$ cat src/rtl/fix14_dot_product_seq_if.sv
// ============================================================================
// fix14_dot_product_seq_if : request, operand-memory, multiplier and result bus
// Rev 1.0
// ============================================================================
`default_nettype none

interface fix14_dot_product_seq_if #(
    parameter int D_W    = 16,
    parameter int ADDR_W = 5
);
    logic              start;
    logic [ADDR_W-1:0] len;
    logic              rd_en;
    logic [ADDR_W-1:0] rd_addr;
    logic [D_W-1:0]    x_data;
    logic [D_W-1:0]    h_data;
    logic              mul_CE;
    logic [D_W-1:0]    mul_A;
    logic [D_W-1:0]    mul_B;
    logic [D_W-1:0]    mul_P;
    logic              busy;
    logic              done;
    logic [D_W-1:0]    result;
    logic              sat;

    // Control logic, operand memories and the multiplier sit on the master side
    modport master (
        output start, len, x_data, h_data, mul_P,
        input  rd_en, rd_addr, mul_CE, mul_A, mul_B, busy, done, result, sat
    );

    modport slave (
        input  start, len, x_data, h_data, mul_P,
        output rd_en, rd_addr, mul_CE, mul_A, mul_B, busy, done, result, sat
    );
endinterface

`default_nettype wire

$ cat src/rtl/fix14_dot_product_seq.sv
// ============================================================================
// fix14_dot_product_seq : saturated Q2.14 dot product over a shared multiplier
// Rev 1.0
// ============================================================================
`default_nettype none

module fix14_dot_product_seq #(
    parameter int D_W    = 16,
    parameter int ADDR_W = 5,
    parameter int ACC_W  = 24
) (
    input  wire logic               sys_clk,
    input  wire logic               sys_rst,
    fix14_dot_product_seq_if.slave  bus
);

    typedef enum logic [1:0] {
        ST_IDLE  = 2'd0,
        ST_RUN   = 2'd1,
        ST_DRAIN = 2'd2,
        ST_DONE  = 2'd3
    } state_t;

    localparam logic signed [ACC_W-1:0] c_sat_hi = ACC_W'((1 << (D_W - 1)) - 1);
    localparam logic signed [ACC_W-1:0] c_sat_lo = ~c_sat_hi;
    localparam logic [D_W-1:0]          c_res_hi = {1'b0, {(D_W-1){1'b1}}};
    localparam logic [D_W-1:0]          c_res_lo = {1'b1, {(D_W-1){1'b0}}};

    state_t                   r_state;
    logic [ADDR_W-1:0]        r_addr;
    logic [ADDR_W-1:0]        r_len;
    logic                     r_rd_en;
    logic                     r_v0;
    logic                     r_v1;
    logic [D_W-1:0]           r_mul_a;
    logic [D_W-1:0]           r_mul_b;
    logic signed [ACC_W-1:0]  r_acc;
    logic [D_W-1:0]           r_result;
    logic                     r_sat;
    logic                     r_done;
    logic                     r_busy;

    logic signed [ACC_W-1:0]  w_prod_ext;
    logic [D_W-1:0]           w_clamp;
    logic                     w_clamped;

    assign w_prod_ext = {{(ACC_W-D_W){bus.mul_P[D_W-1]}}, bus.mul_P};

    always_comb begin
        w_clamp   = r_acc[D_W-1:0];
        w_clamped = 1'b0;
        if (r_acc > c_sat_hi) begin
            w_clamp   = c_res_hi;
            w_clamped = 1'b1;
        end else if (r_acc < c_sat_lo) begin
            w_clamp   = c_res_lo;
            w_clamped = 1'b1;
        end
    end

    // r_v0 marks the cycle memory data is valid; r_v1 marks a valid product on mul_P
    always_ff @(posedge sys_clk) begin
        if (sys_rst) begin
            r_state  <= ST_IDLE;
            r_addr   <= '0;
            r_len    <= '0;
            r_rd_en  <= 1'b0;
            r_v0     <= 1'b0;
            r_v1     <= 1'b0;
            r_mul_a  <= '0;
            r_mul_b  <= '0;
            r_acc    <= '0;
            r_result <= '0;
            r_sat    <= 1'b0;
            r_done   <= 1'b0;
            r_busy   <= 1'b0;
        end else begin
            r_done <= 1'b0;
            r_v0   <= r_rd_en;
            r_v1   <= r_v0;
            if (r_v0) begin
                r_mul_a <= bus.x_data;
                r_mul_b <= bus.h_data;
            end
            if (r_v1) begin
                r_acc <= r_acc + w_prod_ext;
            end

            case (r_state)
                ST_IDLE: begin
                    if (bus.start) begin
                        r_acc  <= '0;
                        r_addr <= '0;
                        r_v0   <= 1'b0;
                        r_v1   <= 1'b0;
                        r_len  <= bus.len;
                        r_busy <= 1'b1;
                        if (bus.len != '0) begin
                            r_state <= ST_RUN;
                            r_rd_en <= 1'b1;
                        end else begin
                            r_state <= ST_DONE;
                        end
                    end
                end
                ST_RUN: begin
                    if (r_addr == r_len - ADDR_W'(1)) begin
                        r_state <= ST_DRAIN;
                        r_rd_en <= 1'b0;
                    end else begin
                        r_addr <= r_addr + ADDR_W'(1);
                    end
                end
                ST_DRAIN: begin
                    // Last product is being accumulated at this edge
                    if (r_v1 && !r_v0) begin
                        r_state <= ST_DONE;
                    end
                end
                ST_DONE: begin
                    r_state  <= ST_IDLE;
                    r_busy   <= 1'b0;
                    r_done   <= 1'b1;
                    r_result <= w_clamp;
                    r_sat    <= w_clamped;
                end
                default: r_state <= ST_IDLE;
            endcase
        end
    end

    assign bus.rd_en   = r_rd_en;
    assign bus.rd_addr = r_addr;
    assign bus.mul_CE  = r_busy;
    assign bus.mul_A   = r_mul_a;
    assign bus.mul_B   = r_mul_b;
    assign bus.busy    = r_busy;
    assign bus.done    = r_done;
    assign bus.result  = r_result;
    assign bus.sat     = r_sat;

endmodule

`default_nettype wire

$ cat src/flat_wrapper.sv
// flat-port wrapper written by rule: the top's interface ports become plain ports
module fix14_dot_product_seq_flat 
#(
    parameter int D_W    = 16,
    parameter int ADDR_W = 5,
    parameter int ACC_W  = 24
)
  (sys_clk, sys_rst, bus_start, bus_len, bus_x_data, bus_h_data, bus_mul_P, bus_rd_en, bus_rd_addr, bus_mul_CE, bus_mul_A, bus_mul_B, bus_busy, bus_done, bus_result, bus_sat);
  fix14_dot_product_seq_if #(.D_W(D_W), .ADDR_W(ADDR_W)) bus_i ();
  input  wire logic sys_clk;
  input  wire logic sys_rst;
  input wire logic [$bits(bus_i.start)-1:0] bus_start;
  input wire logic [$bits(bus_i.len)-1:0] bus_len;
  input wire logic [$bits(bus_i.x_data)-1:0] bus_x_data;
  input wire logic [$bits(bus_i.h_data)-1:0] bus_h_data;
  input wire logic [$bits(bus_i.mul_P)-1:0] bus_mul_P;
  output wire logic [$bits(bus_i.rd_en)-1:0] bus_rd_en;
  output wire logic [$bits(bus_i.rd_addr)-1:0] bus_rd_addr;
  output wire logic [$bits(bus_i.mul_CE)-1:0] bus_mul_CE;
  output wire logic [$bits(bus_i.mul_A)-1:0] bus_mul_A;
  output wire logic [$bits(bus_i.mul_B)-1:0] bus_mul_B;
  output wire logic [$bits(bus_i.busy)-1:0] bus_busy;
  output wire logic [$bits(bus_i.done)-1:0] bus_done;
  output wire logic [$bits(bus_i.result)-1:0] bus_result;
  output wire logic [$bits(bus_i.sat)-1:0] bus_sat;
  assign bus_i.start = bus_start;
  assign bus_i.len = bus_len;
  assign bus_i.x_data = bus_x_data;
  assign bus_i.h_data = bus_h_data;
  assign bus_i.mul_P = bus_mul_P;
  assign bus_rd_en = bus_i.rd_en;
  assign bus_rd_addr = bus_i.rd_addr;
  assign bus_mul_CE = bus_i.mul_CE;
  assign bus_mul_A = bus_i.mul_A;
  assign bus_mul_B = bus_i.mul_B;
  assign bus_busy = bus_i.busy;
  assign bus_done = bus_i.done;
  assign bus_result = bus_i.result;
  assign bus_sat = bus_i.sat;
  fix14_dot_product_seq #(.D_W(D_W), .ADDR_W(ADDR_W), .ACC_W(ACC_W)) u_core (.sys_clk(sys_clk), .sys_rst(sys_rst), .bus(bus_i));
endmodule
$ cat config.mk
export PLATFORM = sky130hd
export DESIGN_NAME = fix14_dot_product_seq_flat
export DESIGN_NICKNAME = d
export VERILOG_FILES = /design/src/rtl/fix14_dot_product_seq_if.sv /design/src/rtl/fix14_dot_product_seq.sv /design/src/flat_wrapper.sv
export SDC_FILE = /design/constraint.sdc
export NUM_CORES = 1
export LEC_CHECK = 0
export ABC_AREA = 1
export ABC_CLOCK_PERIOD_IN_PS = 2600
export BUFFER_PORTS_ARGS = -buffer_cell sky130_fd_sc_hd__buf_4
export CORE_UTILIZATION = 55
export DETAILED_ROUTE_END_ITERATION = 6
export GPL_ROUTABILITY_DRIVEN = 1
export PLACE_DENSITY = 0.8
export SETUP_SLACK_MARGIN = 0.15
export SKIP_CTS_REPAIR_TIMING = 1
export SYNTH_ARGS = -nofsm -noshare
export SYNTH_HDL_FRONTEND = slang
export SYNTH_SLANG_ARGS = --single-unit
$ cat constraint.sdc
create_clock -name sys_clk -period 2.6 [get_ports sys_clk]
set_input_delay 0.52 -clock sys_clk [delete_from_list [all_inputs] [get_ports sys_clk]]
set_output_delay 0.52 -clock sys_clk [all_outputs]
set_load 0.005 [all_outputs]
### Word-level counts from Yosys, hierarchy flattened

Cells that the tools add are included.

* bits in registers: 90
* input port bits: 56
* word-level logic and storage cells: 64

* $add $sub $neg: 3
* order comparisons: 2
* equality and inequality tests: 9
* multiplexer cells: 26
* reductions and logical operators: 11

Operator list (count)
* $mux 24: 3
* $mux 16: 2
* $add 24x16->24: 1
* $gt 24x16->1 const B: 1
* $lt 24x16->1 const B: 1
* $mux 1: 11
* $mux 5: 2
* $pmux 5 s2: 1
* $mux 2: 4
* $pmux 2 s4: 1
* $ne 2x1->1 const B: 3
* $reduce_and 3->1: 2
* $add 5x1->5 const B: 1
* $eq 5x5->1: 1
* $reduce_bool 5->1: 1
* $sub 5x1->5 const B: 1
* $eq 2x2->1 const B: 2
* $ne 2x2->1 const B: 2
* $pmux 1 s2: 2
* $reduce_and 2->1: 2
* $reduce_and 4->1: 1
* $reduce_bool 2->1: 2
* $eq 2x1->1 const B: 1
* $logic_not 2->1: 1
* 2 further kinds: 2

### Depth between registers and ports, before layout

* depth after elaboration: 4
* gate-level depth with buffers: 14

### Worst setup path after synthesis

OpenSTA, ideal clock, no wires.

* path kind: input to register
* start point: in bus_mul_P[0]
* end point: reg u_core.r_acc[12]
* data arrival time: 1.883 ns
* data required time: 2.491 ns
* slack: 0.607 ns
* stages on the path: 14
* buffers on the path: 0
* cell sequence: ha_1 fa_1 nand2_1 inv_1 nand2_1 nand3_1 nand2_1 nand2_1 nand2_1 nand2_1 nand2_1 nand3_1 nand2_1 inv_1

* word-level cells in the longest chain between the ends: 4

RTL lines
* start: declaration: RTL line flat_wrapper.sv:16 `input wire logic [$bits(bus_i.mul_P)-1:0] bus_mul_P;`
* $add 24x16->24 (*): RTL line fix14_dot_product_seq.sv:86 `r_acc <= r_acc + w_prod_ext;`
* $mux 24 (*): RTL line fix14_dot_product_seq.sv:85 `if (r_v1) begin`
* $mux 24: RTL line fix14_dot_product_seq.sv:91 `if (bus.start) begin`
* $mux 24 (*): RTL line fix14_dot_product_seq.sv:89 `case (r_state)`
* end signal: assignment: RTL line fix14_dot_product_seq.sv:86
* end: declaration: RTL line fix14_dot_product_seq.sv:37 `logic signed [ACC_W-1:0] r_acc;`

Mark *: on every way between the ends. The rest lies on a longest branch, timed or not.
A chain may end at the register's enable or synchronous reset.

### Final worst setup path

* start point: reg u_core.r_acc[0]
* end point: reg u_core.r_acc[16]

* word-level cells in the longest chain between the ends: 4

RTL lines (RTL line)
* $add 24x16->24 (*): fix14_dot_product_seq.sv:86
* $mux 24 (*): fix14_dot_product_seq.sv:85
* $mux 24: fix14_dot_product_seq.sv:91
* $mux 24 (*): fix14_dot_product_seq.sv:89

Marks and branches as above.

==> flow_summary.ini <==
[run_status]
status = finished clean

[timing]
setup_viol = 0
fin_crit_ns = 2.01
clock_skew_ns = 0.0222
relSlewSlack_pct = 46.2
hold_viol_final = 0
tightest_slew_ns = 0.807
maxSlewViolCount = 0
setup_tns_ns = 0
fmax_mhz = 498
fin_ws_ns = 0.590
timing.final.crit_share_pct = 77.3
rsz0062_at_grt = no

[place]
dpl.cell_count = 1081
routabilityCongestion = 0.930
pre_cts_ws_ns = 0.276
place_hpwl_um = 10100
numPortBuffers = 113

[critical_path]
ff2ff_path_depth = 14
startpoint_type = register
cp_max_fo = 4
required_ns = 2.89
path_class = register to register
rrSetupSlack_ns = 0.59
crit_path_end_kind = register
r2r_start = u_core.r_acc[0]
crit_arrival_ns = 2.30
r2r-end = u_core.r_acc[16]

[cts]
cts.sinks = 90
root_buffer = clkbuf_8
cts_made_buffers = 9
htreeDepth = 3
clkLatencyLatePin_ns = 0.37
cts_buffer_depth = 2
clk_pin_slew_ns = 0.11
cts_tree = built

[grt]
grt_usage_pct = 27.1
grt_pass1_vias = 4661
antenna_found_initial = 0
grt.overflow.total = 0
grt_max_degree = 45
grt_pass1_wl_um = 21800

[drt]
initialDrtViolationCount = 330
routed.top_layer = met4
drt-met1-wl_um = 6600
wl_met3_um = 775
wl_met2_um = 5910
finalWirelength_um = 13500
firstDrtPassIters = 5
vias_per_cell = 4.87
ant_nets = 0
vias = 5347
wl_per_cell_um = 12.3
drc = 0

[yosys]
syn_inst = 857
syn_avg_cell_area_um2 = 6.26
ys.flop_type = dfxtp_1
ys_seq_elements = 90
ys.warnings.count = 0
synth_top_cell_by_area = dfxtp_1
synth-edff-count = 0
synthesis.nets = 943
synth_cell_types = 33
netlist_area_um2 = 5370
yosysTopAreaCellShare_pct = 33.6
synth_area_leaders = dfxtp_1 34%, nand2_1 17%, inv_1 9.7%
seq_area_frac_synth_pct = 33.6
async_reset_ff_share_pct = 0

[die]
die_h_um = 101
ios = 114
fp.dieW_um = 101
dieArea_um2 = 10200
start_util_pct = 57.6
num_rows = 35
coreArea_um2 = 9330

[power]
leakagePower_uw = 0.00352
p_per_area_nw_per_um2 = 611
ir_drop_mv = 0.343

[final_layout]
finish.utilization_pct = 69.8
instances_no_fill = 1097
antenna_cells = 0
layout-drive-gt1-share_pct = 16.2
multiInputGateArea_um2 = 2920
nNetsFinal = 1049
ff_latch_area_um2 = 1800
fill_cells = 889
area_growth_pct = 21.3

[hold_path]
hold_path.class = primary input to register
whs_path_depth = 3
holdCritStartpoint = bus_x_data[7]
hold_path_end = u_core.bus.mul_A[7]

[run]
cap_violations = 0
synthesized netlist by cell type, drive strengths merged, types with 2 or more instances:
master,n
a211oi,2
a21oi,58
buf,8
clkbuf,15
dfxtp,90
ha,29
inv,147
nand2,244
nand3,46
nand3b,2
nand4,14
nor2,126
nor3,3
o211ai,5
o21ai,48
xnor2,4
xor2,10
power by group:
| part | internal, uW | leakage (uW) | total (uW) | switching, uW |
|---|---|---|---|---|
| Sequential | 1550 | 0.000731 | 1660 | 115 |
| Combinational | 544 | 0.00269 | 1350 | 802 |
| Clock | 395 | 0.0000934 | 972 | 577 |
| Total | 2480 | 0.00352 | 3980 | 1490 |
sequential cells by signal (all words and copies together) (netlist names), 2 cells and up:
| name | count |
|---|---|
| u_core.r_state | 2 |
| u_core.bus.rd_addr | 5 |
| u_core.bus.mul_B | 16 |
| u_core.r_len | 5 |
| u_core.bus.result | 16 |
| u_core.bus.mul_A | 16 |
| u_core.r_acc | 24 |
logic make-up after synthesis:
group	synth area share, %
XOR/XNOR	2.28
AO/OA/AOI/OAI	11.3
buffers and inverters	12.1
adder cells (fa/ha/maj)	7.13
flip-flops	33.6
AND/OR/NAND/NOR	33.6
worst max-delay path by stage:
stage / to / slack (ns) / startpoint / depth (start not counted)
after floorplan: u_core.r_acc[12] / 0.61 / bus_mul_P[0] / 14
after global placement: u_core.r_acc[12] / 0.31 / bus_mul_P[0] / 15
after detailed placement: u_core.r_acc[16] / 0.28 / bus_mul_P[0] / 15
after CTS: u_core.r_acc[16] / 0.61 / u_core.r_acc[0] / 14
after global routing: u_core.r_acc[12] / 0.48 / u_core.r_acc[0] / 14
final: u_core.r_acc[16] / 0.59 / u_core.r_acc[0] / 14
metal layers:
layer,global-route usage (%),vias to the layer above
met5,0,-
met4,7.13,0
met3,4.23,20
met2,42.1,139
met1,39.1,2308
li1,-,2880
layout by cell type, fill, tap and decap left out, types with 6 or more instances in the layout:
cell type and n:
nand2_1 240, inv_1 139, nor2_1 119, buf_4 118
dfxtp_1 90, a21oi_1 57, nand3_1 45, o21ai_0 42
ha_1 29, nand4_1 14, xor2_1 10, clkbuf_8 10
inv_2 8, o21ai_1 6
layout make-up:
class | count | area share, %
clock buffer | 10 | 2.11
timing repair buffer | 118 | 13.6
sequential | 90 | 27.7
tap | 129 | 2.48
clock inverter | 6 | 0.845
inverter | 148 | 8.53
multi-input combinational | 596 | 44.8
stage by stage:
step / total power [uW] / cell area (um2) / hold WS [ns]
2_1_floorplan: 2570 / 5370 / 0.436
3_3_place_gp: 3010 / 6320 / 0.440
3_5_place_dp: 3030 / 6320 / 0.446
4_1_cts: 3990 / 6510 / 0.358
5_1_grt: 4240 / 6510 / 0.356
6_report: 3980 / 6510 / 0.366
critical path: stages (launching register included):
cell,delay [ns]
dfxtp_1,0.33
ha_1,0.23
fa_1,0.44
nand2_1,0.08
inv_1,0.05
nand2_1,0.08
nand3_1,0.13
nand2_1,0.09
nand2_1,0.10
nand2_1,0.09
nand2_1,0.05
nand2_1,0.06
nand3_1,0.08
nand2_1,0.08
inv_1,0.04
No activity file was read; power rests on OpenSTA's default activity.
